`src/rtl/digit_scan_ctrl.sv`:
```
// Round-robin seven-segment scan controller: grants the shared cathode bus to enabled
// digits in turn, with a blanking interval before each drive interval.
module digit_scan_ctrl #(
    parameter int SLOT_CYCLES  = 4096,
    parameter int BLANK_CYCLES = 64
) (
    input  logic       clk_i,
    input  logic       rst_ni,
    input  logic [3:0] en_i,
    input  logic [3:0] digit0_i,
    input  logic [3:0] digit1_i,
    input  logic [3:0] digit2_i,
    input  logic [3:0] digit3_i,
    output logic [3:0] an_o,
    output logic [6:0] seg_o,
    output logic [1:0] active_o,
    output logic       frame_o
);

    // state  | meaning
    // IDLE   | no digit enabled, bus dark
    // BLANK  | slot granted, anodes/segments held off
    // DRIVE  | anode of ptr low, segments show held value
    localparam logic [1:0] ST_IDLE  = 2'd0;
    localparam logic [1:0] ST_BLANK = 2'd1;
    localparam logic [1:0] ST_DRIVE = 2'd2;

    localparam int CW = (SLOT_CYCLES > 1) ? $clog2(SLOT_CYCLES) : 1;
    localparam logic [CW-1:0] BLANK_LAST = CW'(BLANK_CYCLES - 1);
    localparam logic [CW-1:0] SLOT_LAST  = CW'(SLOT_CYCLES - 1);

    logic [1:0]    state_q, state_d;
    logic [1:0]    ptr_q, ptr_d;
    logic [3:0]    held_q, held_d;
    logic [CW-1:0] cnt_q, cnt_d;
    logic          frame_q, frame_d;

    logic          gnt_valid;
    logic [1:0]    gnt_idx;
    logic [1:0]    cand;
    logic [3:0]    gnt_digit;
    logic          do_grant;

    function automatic logic [6:0] hex7(input logic [3:0] v);
        logic [6:0] s;
        case (v)
            4'h0: s = 7'b1000000;
            4'h1: s = 7'b1111001;
            4'h2: s = 7'b0100100;
            4'h3: s = 7'b0110000;
            4'h4: s = 7'b0011001;
            4'h5: s = 7'b0010010;
            4'h6: s = 7'b0000010;
            4'h7: s = 7'b1111000;
            4'h8: s = 7'b0000000;
            4'h9: s = 7'b0010000;
            4'hA: s = 7'b0001000;
            4'hB: s = 7'b0000011;
            4'hC: s = 7'b1000110;
            4'hD: s = 7'b0100001;
            4'hE: s = 7'b0000110;
            default: s = 7'b0001110;
        endcase
        return s;
    endfunction

    // Scan from farthest to nearest so the first enabled digit after ptr wins.
    always_comb begin
        gnt_valid = 1'b0;
        gnt_idx   = ptr_q;
        cand      = ptr_q;
        for (int k = 4; k >= 1; k--) begin
            cand = ptr_q + k[1:0];
            if (en_i[cand]) begin
                gnt_valid = 1'b1;
                gnt_idx   = cand;
            end
        end
    end

    always_comb begin
        case (gnt_idx)
            2'd0:    gnt_digit = digit0_i;
            2'd1:    gnt_digit = digit1_i;
            2'd2:    gnt_digit = digit2_i;
            default: gnt_digit = digit3_i;
        endcase
    end

    always_comb begin
        state_d  = state_q;
        ptr_d    = ptr_q;
        held_d   = held_q;
        cnt_d    = cnt_q;
        frame_d  = 1'b0;
        do_grant = 1'b0;
        case (state_q)
            ST_IDLE: begin
                if (gnt_valid) do_grant = 1'b1;
            end
            ST_BLANK: begin
                cnt_d = cnt_q + 1'b1;
                if (cnt_q == BLANK_LAST) state_d = ST_DRIVE;
            end
            ST_DRIVE: begin
                if (!en_i[ptr_q] || (cnt_q == SLOT_LAST)) begin
                    if (gnt_valid) begin
                        do_grant = 1'b1;
                    end else begin
                        state_d = ST_IDLE;
                        cnt_d   = '0;
                    end
                end else begin
                    cnt_d = cnt_q + 1'b1;
                end
            end
            default: state_d = ST_IDLE;
        endcase
        if (do_grant) begin
            ptr_d   = gnt_idx;
            held_d  = gnt_digit;
            cnt_d   = '0;
            state_d = ST_BLANK;
            frame_d = (gnt_idx <= ptr_q);
        end
    end

    always_ff @(posedge clk_i or negedge rst_ni) begin
        if (!rst_ni) begin
            state_q <= ST_IDLE;
            ptr_q   <= 2'd3;
            held_q  <= 4'd0;
            cnt_q   <= '0;
            frame_q <= 1'b0;
        end else begin
            state_q <= state_d;
            ptr_q   <= ptr_d;
            held_q  <= held_d;
            cnt_q   <= cnt_d;
            frame_q <= frame_d;
        end
    end

    assign an_o     = (state_q == ST_DRIVE) ? ~(4'b0001 << ptr_q) : 4'b1111;
    assign seg_o    = (state_q == ST_DRIVE) ? hex7(held_q) : 7'b1111111;
    assign active_o = ptr_q;
    assign frame_o  = frame_q;

endmodule

```
`config.mk`:
```
export PLATFORM = sky130hd
export DESIGN_NAME = digit_scan_ctrl
export DESIGN_NICKNAME = d
export VERILOG_FILES = /design/src/rtl/digit_scan_ctrl.sv
export SDC_FILE = /design/constraint.sdc
export NUM_CORES = 1
export LEC_CHECK = 0
export CAP_MARGIN = 10
export CELL_PAD_IN_SITES_DETAIL_PLACEMENT = 1
export CELL_PAD_IN_SITES_GLOBAL_PLACEMENT = 1
export CORE_UTILIZATION = 30
export CTS_CLUSTER_SIZE = 16
export DETAILED_ROUTE_END_ITERATION = 8
export GPL_TIMING_DRIVEN = 0
export HOLD_SLACK_MARGIN = 0.03
export MAX_ROUTING_LAYER = met4
export PLACE_DENSITY = 0.72
export SYNTH_ARGS = -nofsm -noshare
export SYNTH_HDL_FRONTEND = slang
export SYNTH_SLANG_ARGS = --single-unit
```
`constraint.sdc`:
```
create_clock -name clk_i -period 2.9 [get_ports clk_i]
set_input_delay 0.58 -clock clk_i [delete_from_list [all_inputs] [get_ports clk_i]]
set_output_delay 0.58 -clock clk_i [all_outputs]
set_load 0.01 [all_outputs]
```
==> results of run 1 <==
==> sequential cells by signal, indices dropped and copies added (netlist names) <==
name,flops
held_q,4
frame_o,1
state_q,2
active_o,2
cnt_q,12
==> kinds of logic after synthesis <==
family / after synthesis / synth area share
DFF: 21 / 0.294
buffers and inverters: 29 / 0.0761
and+or+nand+nor: 68 / 0.195
xor gates and xnor gates: 8 / 0.0391
adders and majority gates: 13 / 0.0907
muxes: 12 / 0.0851
AOI/OAI and AO/OA: 57 / 0.220
==> layout make-up <==
type / count / area, um2
Fill cell: 686 / 3340
Inverter: 18 / 67.6
Multi-Input combinational cell: 158 / 1150
Tap cell: 72 / 90.1
Timing Repair Buffer: 35 / 344
Clock inverter: 1 / 5.00
Clock buffer: 3 / 41.3
Sequential cell: 21 / 529
Buffer: 11 / 68.8
==> power by group through the flow <==
stage / combinational [mW] / clock, mW / sequential, mW
finish: 1.23 / 0.199 / 0.519
detailed placement: 1.16 / 0 / 0.540
global route: 1.37 / 0.218 / 0.539
CTS: 1.21 / 0.202 / 0.522
global placement: 1.13 / 0 / 0.535
floorplan: 0.875 / 0 / 0.508
==> layout by cell type (no fill, tap or decap), types with 3 or more instances in the layout <==
cell type	Yosys	layout
sky130_fd_sc_hd__or3_1	4	4
sky130_fd_sc_hd__nand2_1	15	15
sky130_fd_sc_hd__inv_1	17	16
sky130_fd_sc_hd__buf_4	2	4
sky130_fd_sc_hd__mux2_2	6	6
sky130_fd_sc_hd__nor2_1	20	19
sky130_fd_sc_hd__dfrtp_1	19	18
sky130_fd_sc_hd__ha_1	13	13
sky130_fd_sc_hd__mux2i_1	4	4
sky130_fd_sc_hd__nand4_1	3	3
sky130_fd_sc_hd__nor4_1	6	6
sky130_fd_sc_hd__a21oi_1	9	8
sky130_fd_sc_hd__buf_2	3	3
sky130_fd_sc_hd__o31ai_1	5	5
sky130_fd_sc_hd__clkdlybuf4s50_1	0	32
sky130_fd_sc_hd__xnor2_1	8	8
sky130_fd_sc_hd__clkbuf_1	3	3
sky130_fd_sc_hd__clkbuf_8	0	3
sky130_fd_sc_hd__a211oi_1	6	6
sky130_fd_sc_hd__o311a_1	3	3
sky130_fd_sc_hd__nand3_1	3	3
sky130_fd_sc_hd__o21ai_0	16	15
sky130_fd_sc_hd__o211ai_1	4	4
sky130_fd_sc_hd__nor3_1	5	5
sky130_fd_sc_hd__o21a_1	3	3
==> cells in the mapped netlist (all sizes together) <==
cell,n
nor3b,2
buf,7
or2,2
mux4,2
nand2b,1
o211ai,4
dfstp,2
o311ai,2
o41ai,1
nor2,20
or4,2
nand2,15
nor4b,1
o31ai,5
inv,17
mux2i,4
a2bb2oi,1
ha,13
o21bai,1
a32oi,1
nand4,3
or3,4
o32ai,1
a21oi,9
nor2b,2
nand3,3
clkinv,1
a22o,2
nor3,5
a211oi,7
nor4,6
dfrtp,19
clkbuf,4
o311a,3
o21a,3
and2,2
xnor2,8
a22oi,1
mux2,6
o21ai,16
==> how the worst max path moves through the flow <==
stage,start,endpoint,slack [ns]
5_1_grt,active_o[0]$_DFFE_PN1N_,held_q[0]$_DFFE_PN0N_,-0.05
3_3_place_gp,active_o[0]$_DFFE_PN1N_,held_q[0]$_DFFE_PN0N_,0.03
2_1_floorplan,active_o[0]$_DFFE_PN1N_,held_q[0]$_DFFE_PN0N_,0.38
6_report,active_o[0]$_DFFE_PN1N_,held_q[0]$_DFFE_PN0N_,0.14
4_1_cts,active_o[0]$_DFFE_PN1N_,held_q[0]$_DFFE_PN0N_,0.09
3_5_place_dp,active_o[0]$_DFFE_PN1N_,frame_o$_DFF_PN0_,0.02
==> timing repair <==
action                     CTS  global route
buffers inserted             2             0
setup endpoints to repair    5             3
gates resized for setup      5             3
==> per-layer routing <==
metal  GRT usage  part of all wire  up-vias
li1            -                 -      829
met1       0.193              0.47      765
met2       0.280              0.49       30
met3      0.0207             0.025        6
met4      0.0273            0.0080        0
met5           -                 0        -
==> critical path: cells and delay by family (launching register included) <==
kind | cells | cell delay, ns
multiplexers | 1 | 0.30
buffers and inverters | 3 | 0.72
adder cells (fa/ha/maj) | 1 | 0.41
AO/OA/AOI/OAI | 3 | 0.65
flip-flops | 1 | 0.60
==> stage by stage <==
stage               hold WS (ns)  TNS [ns]
floorplan                  0.284         0
global placement           0.524         0
detailed placement         0.551         0
CTS                        0.574         0
global route               0.601   -0.0543
finish                     0.566         0
==> results, run 1 <==
- In this run, placement finished with an instance count of ~310.
- The via count of the first global-routing pass came to about 1600.
- The total clock sinks is 21.
- The worst setup path is launched from a register.
- The capturing point of the worst reg2reg path is held_q[0]$_DFFE_PN0N_.
- 36 I/O pins were placed.
- Entering global routing, the biggest net connects 22 pins.
- Yosys attributes the largest share of cell area to sky130_fd_sc_hd__dfrtp_1 (27%), sky130_fd_sc_hd__ha_1 (9.1%), sky130_fd_sc_hd__o21ai_0 (4.5%), sky130_fd_sc_hd__nor2_1 (4.2%), sky130_fd_sc_hd__xnor2_1 (3.9%).
- For this run, the total global-route usage over all layers was measured as 0.158.
- TritonCTS built the clock tree.
- Measured in cells, the most critical reg-to-reg path has a length of 8.
- 0 antenna diodes ended up in the layout.
- Of the total power, the share spent switching nets is 0.455.
- In the routed design, unresolved DRC markers number 0.
- The area growth from synthesis to layout is 28.1%.
- The max-slew violation count is 0.
- The count of vias placed by the detailed router is ~1600.
- The cell-internal power is roughly 1.1 mW.
- The placer congestion estimate is 0.774.
- The post-synthesis net count is around 240.
- The power density over cell area is 846 nW/um2.
- The wire length of the first global-routing pass is roughly 7.7 mm.
- After synthesis the netlist holds a flip-flop and latch count of 21.
- Of the total power, the clock network draws 0.102.
- The first detailed-routing pass ran for 4 iterations.
- Based on the critical path, the design can be clocked at up to between 0.3 and 0.4 GHz.
- Setup repair after global routing could not meet its margin everywhere.
- Once detailed placement completed, the half-perimeter wirelength came to between 3 and 4 mm.
- For this run, the slowest stage of the critical path takes roughly 0.60 ns.
- The worst clock skew is 0.00496 ns.
- The final layout contains routed wiring with a total length of between 4 and 5 mm.
- The share of the core filled with cells in the final layout is 0.407.
- The sequential-to-total area share from yosys stat is 0.294.
- The design draws approximately 1.9 mW.
- The origin of the critical flop-to-flop path is active_o[0]$_DFFE_PN1N_.
- The critical path is of the reg2reg type.
- The leakage power summed over all cells is between 0.9 and 1 nW.
- The synthesized netlist cell count is around 210.
- After the flow finishes, the layout carries non-filler instances totaling roughly 320.
- Dividing the final minimum period by the clock period gives 0.952.
- At the placement stage, the worst setup path has a slack of 0.0194 ns.
- The total overflow left after global routing is 0.
- The run finished with clean final reports.
- During placement, the flow inserted port buffers numbering 33.
- The initial antenna violation count is 0.
- The number of design-rule violations left by the first detailed-router iteration is 36.
- The endpoint class of the critical path is a register.
- The biggest area consumer among synthesized cells is sky130_fd_sc_hd__dfrtp_1.
- Subtracting the final worst setup slack from the clock period gives around 2.8 ns.
- The startpoint of the lowest-slack hold path is cnt_q[1]$_DFFE_PN0P_.
- The arrival time at the worst endpoint is 2.95 ns.
- The post-detailed-route via-to-cell ratio is between 5 and 6.
- Walking the worst path, the cells encountered are buf_2, inv_1, ha_1, a211oi_1, clkbuf_1, o21ai_0, mux2_2, a32oi_1.
- Setup violations remaining at the end of the flow were counted as 0.
- The hold path depth is 1.
- The final instance area is around 2300 um2.
- Dividing the detail-routed wire length by the instance count gives 14.1 um.
- The starting utilization of the core area is 0.318.
- The number of clock buffers inserted by TritonCTS is 3.
- The maximum vdd ir drop is between 0.3 and 0.4 mV.
- The cell area after synthesis is between 1500 and 2000 um2.
- The horizontal die dimension is between 70 and 80 um.
- The path class of the tightest hold or removal check is reg2reg.
- Of the cells placed in the final design, the portion with a size suffix greater than 1 is 0.138.
- The number of maximum-capacitance violations is 0.
- On the critical path, the stage with the largest delay is an instance of sky130_fd_sc_hd__dfstp_2.
- The maximum fanout count along the critical path is 10.
- The cell row count is 27.
- Setup slack on the worst reg-to-reg path comes out at between 0.1 and 0.15 ns.
- The clock transition at the registers of the reported paths is 0.08 ns.
- The required time of the worst setup path is between 3 and 4 ns.
- The area share of the largest cell type after synthesis is 0.265.
- The distinct cell type count of the synthesized netlist is 46.
- The placed standard-cell area is between 2000 and 2500 um2.
- The number of endpoints with negative hold slack in the final report is 0.
- The number of hold buffers added after cts is 0.
- The die span in y is 79.3 um.
- At the pin with the least slew margin, the transition time is 0.944 ns.
- The mean area per synthesized cell is between 8 and 9 um2.
- The remaining max-slew budget at the tightest pin is 0.369.
- The detail route stage leaves a number of antenna-violating nets equal to 0.
- The final worst slack is around 0.14 ns.
- The path with the worst hold slack has its endpoint at cnt_q[1]$_DFFE_PN0P_.
- The Yosys step of the flow raised 0 warnings.
- The combinational power share is 0.631.
- The cell sitting at the root of the clock tree is a sky130_fd_sc_hd__clkbuf_8.
- The region available for standard cell placement spans about 5600 um2.
- The share of total power dissipated in sequential elements is 0.267.
- The maximum clock path buffer count is 2.
- For this design the total switching power over the nets is about 890 uW.
- The clock insertion delay at the later pin of the skew report is 0.27 ns.
- CTS built an H-tree with a depth of 1.
- The floorplan step defined a die boundary enclosing around 6300 um2.
- The final net count is 283.
No activity file was read; power rests on OpenSTA's default activity.
==> inputs of run 2 (changes only) <==
- TNS_END_PERCENT: default -> 5
==> results of run 2 <==
No change in the layout: final DEF, timing and power equal those of run 1.
